<file path="src/rtl/bsg_link_sdr_upstream_multi_if.sv">
// Core-side flit handshake plus credit token and the multi-channel SDR output bus.
// The slave modport is the upstream link itself; master is the core/PHY side driving it.
interface bsg_link_sdr_upstream_multi_if #(
  parameter int unsigned width_p         = 64,
  parameter int unsigned num_channels_p  = 2,
  parameter int unsigned channel_width_p = 8,
  parameter int unsigned max_credits_p   = 16
);
  localparam int unsigned io_w_lp     = num_channels_p * channel_width_p;
  localparam int unsigned credit_w_lp = $clog2(max_credits_p + 1);

  logic [width_p-1:0]        core_data_i;
  logic                      core_valid_i;
  logic                      core_ready_o;
  logic                      token_i;
  logic [io_w_lp-1:0]        io_data_o;
  logic [num_channels_p-1:0] io_valid_o;
  logic [credit_w_lp-1:0]    credit_o;
  logic                      overflow_o;

  modport master (
    output core_data_i, core_valid_i, token_i,
    input  core_ready_o, io_data_o, io_valid_o, credit_o, overflow_o
  );

  modport slave (
    input  core_data_i, core_valid_i, token_i,
    output core_ready_o, io_data_o, io_valid_o, credit_o, overflow_o
  );
endinterface

</file>
<file path="src/rtl/bsg_link_sdr_upstream_multi.sv">
// Credit-based SDR upstream link: buffers core flits in a 2-entry FIFO and
// serializes each one over num_channels_p parallel channels in beats_lp beats.
module bsg_link_sdr_upstream_multi #(
  parameter int unsigned width_p                = 64,
  parameter int unsigned num_channels_p         = 2,
  parameter int unsigned channel_width_p        = 8,
  parameter int unsigned max_credits_p          = 16,
  parameter int unsigned lg_credit_decimation_p = 2
) (
  input logic clk_i,
  input logic reset_n_i,
  bsg_link_sdr_upstream_multi_if.slave link
);
  localparam int unsigned io_w_lp          = num_channels_p * channel_width_p;
  localparam int unsigned beats_lp         = width_p / io_w_lp;
  localparam int unsigned beat_w_lp        = (beats_lp > 1) ? $clog2(beats_lp) : 1;
  localparam int unsigned credit_w_lp      = $clog2(max_credits_p + 1);
  localparam int unsigned sum_w_lp         = credit_w_lp + 1;
  localparam int unsigned token_credits_lp = 1 << lg_credit_decimation_p;

  typedef enum logic {IDLE_S = 1'b0, SEND_S = 1'b1} state_e;

  // FIFO storage and bookkeeping
  logic [width_p-1:0] mem_q [2];
  logic               wr_ptr_q, rd_ptr_q;
  logic [1:0]         count_q, count_d;
  logic               fifo_full, fifo_empty, fifo_write;
  logic [width_p-1:0] fifo_head;

  // Serializer
  state_e                    state_q, state_d;
  logic [beat_w_lp-1:0]      beat_q, beat_d;
  logic [width_p-1:0]        flit_q, flit_d;
  logic [io_w_lp-1:0]        io_data_q, io_data_d;
  logic [num_channels_p-1:0] io_valid_q, io_valid_d;
  logic                      last_beat, slot_free, launch;

  // Credits
  logic [credit_w_lp-1:0] credit_q, credit_d;
  logic [sum_w_lp-1:0]    credit_sum;
  logic                   credit_over;
  logic                   overflow_q, overflow_d;

  assign fifo_full  = (count_q == 2'd2);
  assign fifo_empty = (count_q == 2'd0);
  assign fifo_write = link.core_valid_i & ~fifo_full;
  assign fifo_head  = mem_q[rd_ptr_q];
  assign count_d    = count_q + 2'(fifo_write) - 2'(launch);

  always_ff @(posedge clk_i or negedge reset_n_i) begin
    if (!reset_n_i) begin
      mem_q[0] <= '0;
      mem_q[1] <= '0;
      wr_ptr_q <= 1'b0;
      rd_ptr_q <= 1'b0;
      count_q  <= 2'd0;
    end else begin
      if (fifo_write) begin
        mem_q[wr_ptr_q] <= link.core_data_i;
        wr_ptr_q        <= ~wr_ptr_q;
      end
      if (launch) begin
        rd_ptr_q <= ~rd_ptr_q;
      end
      count_q <= count_d;
    end
  end

  // A new flit may start only when the output slot is free; eligibility uses registered credit.
  assign last_beat = (beat_q == beat_w_lp'(beats_lp - 1));
  assign slot_free = (state_q == IDLE_S) | last_beat;
  assign launch    = slot_free & ~fifo_empty & (credit_q != '0);

  always_ff @(posedge clk_i or negedge reset_n_i) begin
    if (!reset_n_i) begin
      state_q <= IDLE_S;
      beat_q  <= '0;
    end else begin
      state_q <= state_d;
      beat_q  <= beat_d;
    end
  end

  always_comb begin
    state_d = state_q;
    beat_d  = beat_q;
    unique case (state_q)
      IDLE_S: begin
        if (launch) begin
          state_d = SEND_S;
          beat_d  = '0;
        end
      end
      SEND_S: begin
        if (last_beat) begin
          state_d = launch ? SEND_S : IDLE_S;
          beat_d  = '0;
        end else begin
          beat_d = beat_w_lp'(beat_q + 1'b1);
        end
      end
      default: begin
        state_d = IDLE_S;
        beat_d  = '0;
      end
    endcase
  end

  // Beat 0 comes straight from the FIFO head; later beats shift out of flit_q.
  always_comb begin
    io_data_d  = '0;
    io_valid_d = '0;
    flit_d     = flit_q;
    if (launch) begin
      io_data_d  = fifo_head[io_w_lp-1:0];
      io_valid_d = '1;
      flit_d     = fifo_head >> io_w_lp;
    end else if ((state_q == SEND_S) && !last_beat) begin
      io_data_d  = flit_q[io_w_lp-1:0];
      io_valid_d = '1;
      flit_d     = flit_q >> io_w_lp;
    end
  end

  always_ff @(posedge clk_i or negedge reset_n_i) begin
    if (!reset_n_i) begin
      flit_q     <= '0;
      io_data_q  <= '0;
      io_valid_q <= '0;
    end else begin
      flit_q     <= flit_d;
      io_data_q  <= io_data_d;
      io_valid_q <= io_valid_d;
    end
  end

  // Sum is formed one bit wider so an over-return is detected before clamping.
  always_comb begin
    credit_sum  = sum_w_lp'(credit_q) - sum_w_lp'(launch)
                + (link.token_i ? sum_w_lp'(token_credits_lp) : sum_w_lp'(0));
    credit_over = (credit_sum > sum_w_lp'(max_credits_p));
    credit_d    = credit_over ? credit_w_lp'(max_credits_p) : credit_w_lp'(credit_sum);
    overflow_d  = overflow_q | credit_over;
  end

  always_ff @(posedge clk_i or negedge reset_n_i) begin
    if (!reset_n_i) begin
      credit_q   <= credit_w_lp'(max_credits_p);
      overflow_q <= 1'b0;
    end else begin
      credit_q   <= credit_d;
      overflow_q <= overflow_d;
    end
  end

  assign link.core_ready_o = ~fifo_full;
  assign link.io_data_o    = io_data_q;
  assign link.io_valid_o   = io_valid_q;
  assign link.credit_o     = credit_q;
  assign link.overflow_o   = overflow_q;

endmodule

</file>
<file path="src/flat_wrapper.sv">
// flat-port wrapper written by rule: the top's interface ports become plain ports
module bsg_link_sdr_upstream_multi_flat 
#(
  parameter int unsigned width_p                = 64,
  parameter int unsigned num_channels_p         = 2,
  parameter int unsigned channel_width_p        = 8,
  parameter int unsigned max_credits_p          = 16,
  parameter int unsigned lg_credit_decimation_p = 2
)
  (clk_i, reset_n_i, link_core_data_i, link_core_valid_i, link_token_i, link_core_ready_o, link_io_data_o, link_io_valid_o, link_credit_o, link_overflow_o);
  bsg_link_sdr_upstream_multi_if #(.width_p(width_p), .num_channels_p(num_channels_p), .channel_width_p(channel_width_p), .max_credits_p(max_credits_p)) link_i ();
  input logic clk_i;
  input logic reset_n_i;
  input wire logic [$bits(link_i.core_data_i)-1:0] link_core_data_i;
  input wire logic [$bits(link_i.core_valid_i)-1:0] link_core_valid_i;
  input wire logic [$bits(link_i.token_i)-1:0] link_token_i;
  output wire logic [$bits(link_i.core_ready_o)-1:0] link_core_ready_o;
  output wire logic [$bits(link_i.io_data_o)-1:0] link_io_data_o;
  output wire logic [$bits(link_i.io_valid_o)-1:0] link_io_valid_o;
  output wire logic [$bits(link_i.credit_o)-1:0] link_credit_o;
  output wire logic [$bits(link_i.overflow_o)-1:0] link_overflow_o;
  assign link_i.core_data_i = link_core_data_i;
  assign link_i.core_valid_i = link_core_valid_i;
  assign link_i.token_i = link_token_i;
  assign link_core_ready_o = link_i.core_ready_o;
  assign link_io_data_o = link_i.io_data_o;
  assign link_io_valid_o = link_i.io_valid_o;
  assign link_credit_o = link_i.credit_o;
  assign link_overflow_o = link_i.overflow_o;
  bsg_link_sdr_upstream_multi #(.width_p(width_p), .num_channels_p(num_channels_p), .channel_width_p(channel_width_p), .max_credits_p(max_credits_p), .lg_credit_decimation_p(lg_credit_decimation_p)) u_core (.clk_i(clk_i), .reset_n_i(reset_n_i), .link(link_i));
endmodule
</file>
<file path="config.mk">
export PLATFORM = sky130hd
export DESIGN_NAME = bsg_link_sdr_upstream_multi_flat
export DESIGN_NICKNAME = d
export VERILOG_FILES = /design/src/rtl/bsg_link_sdr_upstream_multi_if.sv /design/src/rtl/bsg_link_sdr_upstream_multi.sv /design/src/flat_wrapper.sv
export SDC_FILE = /design/constraint.sdc
export NUM_CORES = 1
export LEC_CHECK = 0
export BUFFER_PORTS_ARGS = -buffer_cell sky130_fd_sc_hd__buf_2
export CAP_MARGIN = 20
export CORE_ASPECT_RATIO = 1.2
export CORE_MARGIN = 2
export CORE_UTILIZATION = 59
export DETAILED_ROUTE_END_ITERATION = 8
export PLACE_DENSITY = 0.8
export SLEW_MARGIN = 30
export SYNTH_ARGS = -nofsm -noshare
export SYNTH_HDL_FRONTEND = slang
export SYNTH_SLANG_ARGS = --single-unit
export TNS_END_PERCENT = 5
</file>
<file path="constraint.sdc">
create_clock -name clk_i -period 4 [get_ports clk_i]
set_clock_uncertainty 0.1 [all_clocks]
set_input_delay 0.4 -clock clk_i [delete_from_list [all_inputs] [get_ports clk_i]]
set_output_delay 0.4 -clock clk_i [all_outputs]
set_load 0.01 [all_outputs]
</file>
==> results.toml <==
[routing]
firstDrtPassIters = 5
vias_per_cell = 5.91
drt_wl_total_mm = 18.5
drc = 0
wl_per_cell_um = 19.2
drt_first_iter_violations = 441
drtAntennaViolNets = 0
via_count = 5675

[critical_path]
r2r_end = "u_core.link.overflow_o"
crit_family = "simple AND/OR/NAND/NOR gates"
worstPathArrival_ps = 3450
worst_path_max_delay_cell = "or4_1"
cp_slowest_stage_delay_ps = 580
crit_cells = 10
setup.worst_path.class = "reg -> reg"
rr_startpoint = "u_core.link.credit_o[1]"
crit_fanout = 5
critPathLaunchType = "flip-flop"
crit_chain = "or4_1 > o221ai_2 > inv_2 > ha_1 > inv_1 > ha_1 > fa_1 > nor3b_1 > a2bb2oi_1 > a2111o_1"
required_ps = 4270
cp_num_buf_inv = 2
ff2ff_path_depth = 10
critPathMostFrequentCell = "ha_1"
ff2ff_setup_slack_ps = 810
end_kind = "flip-flop"

[sta]
clock.fmax_mhz = 314
relSlewSlack_pct = 35.9
drv_slew = 0
layout_min_cycle_time_ps = 3190
setup_violations = 0
worstMarginPinSlew_ps = 961
finalSetupTns_ps = 0
rsz0062_at_grt = "no"
finalCritPeriodShare_pct = 79.6
hold_viol = 0

[clocking]
htree_levels = 1
cts.sinks = 206
clockBufferDepth = 3
insertion_delay_ps = 490
clkTransAtPathRegs_ps = 60
clock-root-buffer = "clkbuf_16"
postCtsResizedCells = 0
tritoncts = "yes"
cts_made_buffers = 21

[min_path]
whs_path_depth = 2
hp-class = "in -> reg"
min_delay_worst_endpoint = "u_core.mem_q[56]"
min_from = "link_core_data_i[56]"

[power]
seq_power_share_pct = 40.1
power_frac_comb_pct = 40.0
leakagePower_nw = 4.72
vdd_drop_max_v = 0.000450
power_switching_mw = 3.24
power_switching_share_pct = 34.4
clkPwrFrac_pct = 19.9
p_int_mw = 6.18
p_per_area_mw_per_mm2 = 904

[global_routing]
grt_pass1_wl_mm = 30.2
antenna_found_initial = 0
grt_use_total_pct = 23.0
grt_max_degree = 130
grt_pass1_vias = 6072
grt_overflow = 0

[logic_synthesis]
netlist_instances = 663
synthArstFlopShare_pct = 100
postSynthAreaPerCell_um2 = 13.7
synth-seq-area-share_pct = 56.7
synth_seq_cells = 206
yosysUniqueCellTypes = 37
synth_enable_flop_cells = 0
synth_ff_type = "dfrtp_1"
syn_area_mm2 = 0.00909
synth_fp_nets = 741
synth_warnings = 0

[floorplanning]
fp.dieW_um = 117
fp.dieArea_mm2 = 0.0164
io_pins = 93
initial_utilization_pct = 60.5
core_area_mm2 = 0.0150
die-height_um = 140
row_count = 49

[layout]
antenna_cells = 0
drive_gt1_share_pct = 35.5
fillerInstances = 1026
layout_common_cells = "dfrtp_1, mux2_2, mux2i_1"
final_cells = 961
fin_nets = 826
area_delta_synth_final_pct = 14.7
ff_latch_area_mm2 = 0.00516
layout_commonest_cell = "dfrtp_1"
multi_input_area_mm2 = 0.00368

[job]
drv_cap = 0

[outcome]
status = "completed"

[place]
dp_hpwl_mm = 11.6
gp_congestion = 0.799
dp_cells = 927
port_buffers = 92
-- metal layers --
| layer | up-vias | track usage [%] | share of wire, % |
|---|---|---|---|
| met3 | 43 | 3.50 | 4.7 |
| met1 | 2929 | 31.4 | 43 |
| met5 | - | 0 | 0 |
| li1 | 2543 | - | - |
| met4 | 0 | 7.06 | 2.6 |
| met2 | 160 | 38.0 | 50 |
-- timing repair --
| action | in CTS | in global routing |
|---|---|---|
| endpoints found under the setup margin | 0 | 0 |
| buffers inserted | 0 | 0 |
| endpoints found under the hold margin | 0 | 70 |
| hold buffers | 0 | 1 |
-- how the worst max path moves through the flow --
stage | start | endpoint | slack [ps]
final | u_core.link.credit_o[1] | u_core.link.overflow_o | 810
after global routing | u_core.link.credit_o[1] | u_core.link.overflow_o | 690
after CTS | u_core.link.credit_o[1] | u_core.link.overflow_o | 830
after detailed placement | u_core.link.credit_o[1] | u_core.link.overflow_o | 860
after global placement | u_core.link.credit_o[1] | u_core.link.overflow_o | 1070
after floorplan | u_core.link.credit_o[1] | u_core.link.overflow_o | 880
-- cells in the mapped netlist (all sizes together) (2+ instances only) --
| master | count | area (um2) |
|---|---|---|
| dfrtp | 205 | 5130 |
| mux2 | 128 | 1440 |
| mux2i | 112 | 1120 |
| nand2 | 35 | 131 |
| nor2b | 33 | 206 |
| a221oi | 32 | 280 |
| buf | 28 | 178 |
| o21ai | 21 | 105 |
| clkbuf | 15 | 56.3 |
| inv | 12 | 45.0 |
| ha | 9 | 113 |
| a211oi | 4 | 30.0 |
| nand2b | 4 | 25.0 |
| xnor2 | 4 | 35.0 |
| nor2 | 3 | 11.3 |
| a2111oi | 2 | 17.5 |
-- flip-flops by register name (all words and copies together) (netlist names) --
register	count
u_core.beat_q	2
u_core.count_q	2
u_core.mem_q	128
u_core.rd_ptr_q	1
u_core.link.overflow_o	1
u_core.flit_q	48
u_core.link.io_valid_o	1
u_core.state_q	1
u_core.link.credit_o	5
u_core.link.io_data_o	16
u_core.wr_ptr_q	1
-- per-stage QoR --
stage / hold slack [ps] / total power, mW / setup WS [ps] / instance area (um2) / utilization, %
floorplan: 4.41 / 6.56 / 880 / 9090 / -
global placement: 360 / 7.18 / 1070 / 9670 / 64.3
detailed placement: 366 / 7.55 / 863 / 9730 / 64.8
CTS: 5.43 / 9.46 / 831 / 10400 / 69.1
global route: 52.1 / 10.0 / 692 / 10400 / 69.4
finish: 54.8 / 9.42 / 814 / 10400 / 69.4
-- layout make-up --
| cell class | instances | share of cell area, % |
|---|---|---|
| multi-input cells | 402 | 35.3 |
| repair buffers | 105 | 6.10 |
| well taps | 204 | 2.45 |
| flip-flops and latches | 206 | 49.5 |
| clock inverters | 5 | 0.768 |
| inverters | 12 | 0.432 |
| clock buffers | 27 | 5.45 |
-- worst reg2reg max path, cell delays in order (launching register included) --
cell       delay, ps
dfrtp_1          440
or4_1            580
o221ai_2         210
inv_2             60
ha_1             180
inv_1             60
ha_1             190
fa_1             450
nor3b_1          280
a2bb2oi_1        120
a2111o_1         410
-- logic make-up (layout without fill, tap and decap cells) --
family	Yosys count	after routing	synth area share [%]
AOI/OAI and AO/OA	66	66	5.48
xor gates and xnor gates	5	5	0.482
adders and majority gates	10	10	1.46
buffers and inverters	55	149	3.07
DFF	206	206	56.7
muxes	240	240	28.2
and+or+nand+nor	81	81	4.57
-- power by group through the flow --
stage	registers, mW	clock network, mW	logic [mW]
floorplan	3.55	0	3.01
global placement	3.77	0	3.40
detailed placement	3.79	0	3.75
CTS	3.77	1.91	3.79
global route	3.88	2.00	4.13
finish	3.78	1.88	3.77
(Power assumes the default switching activity.)
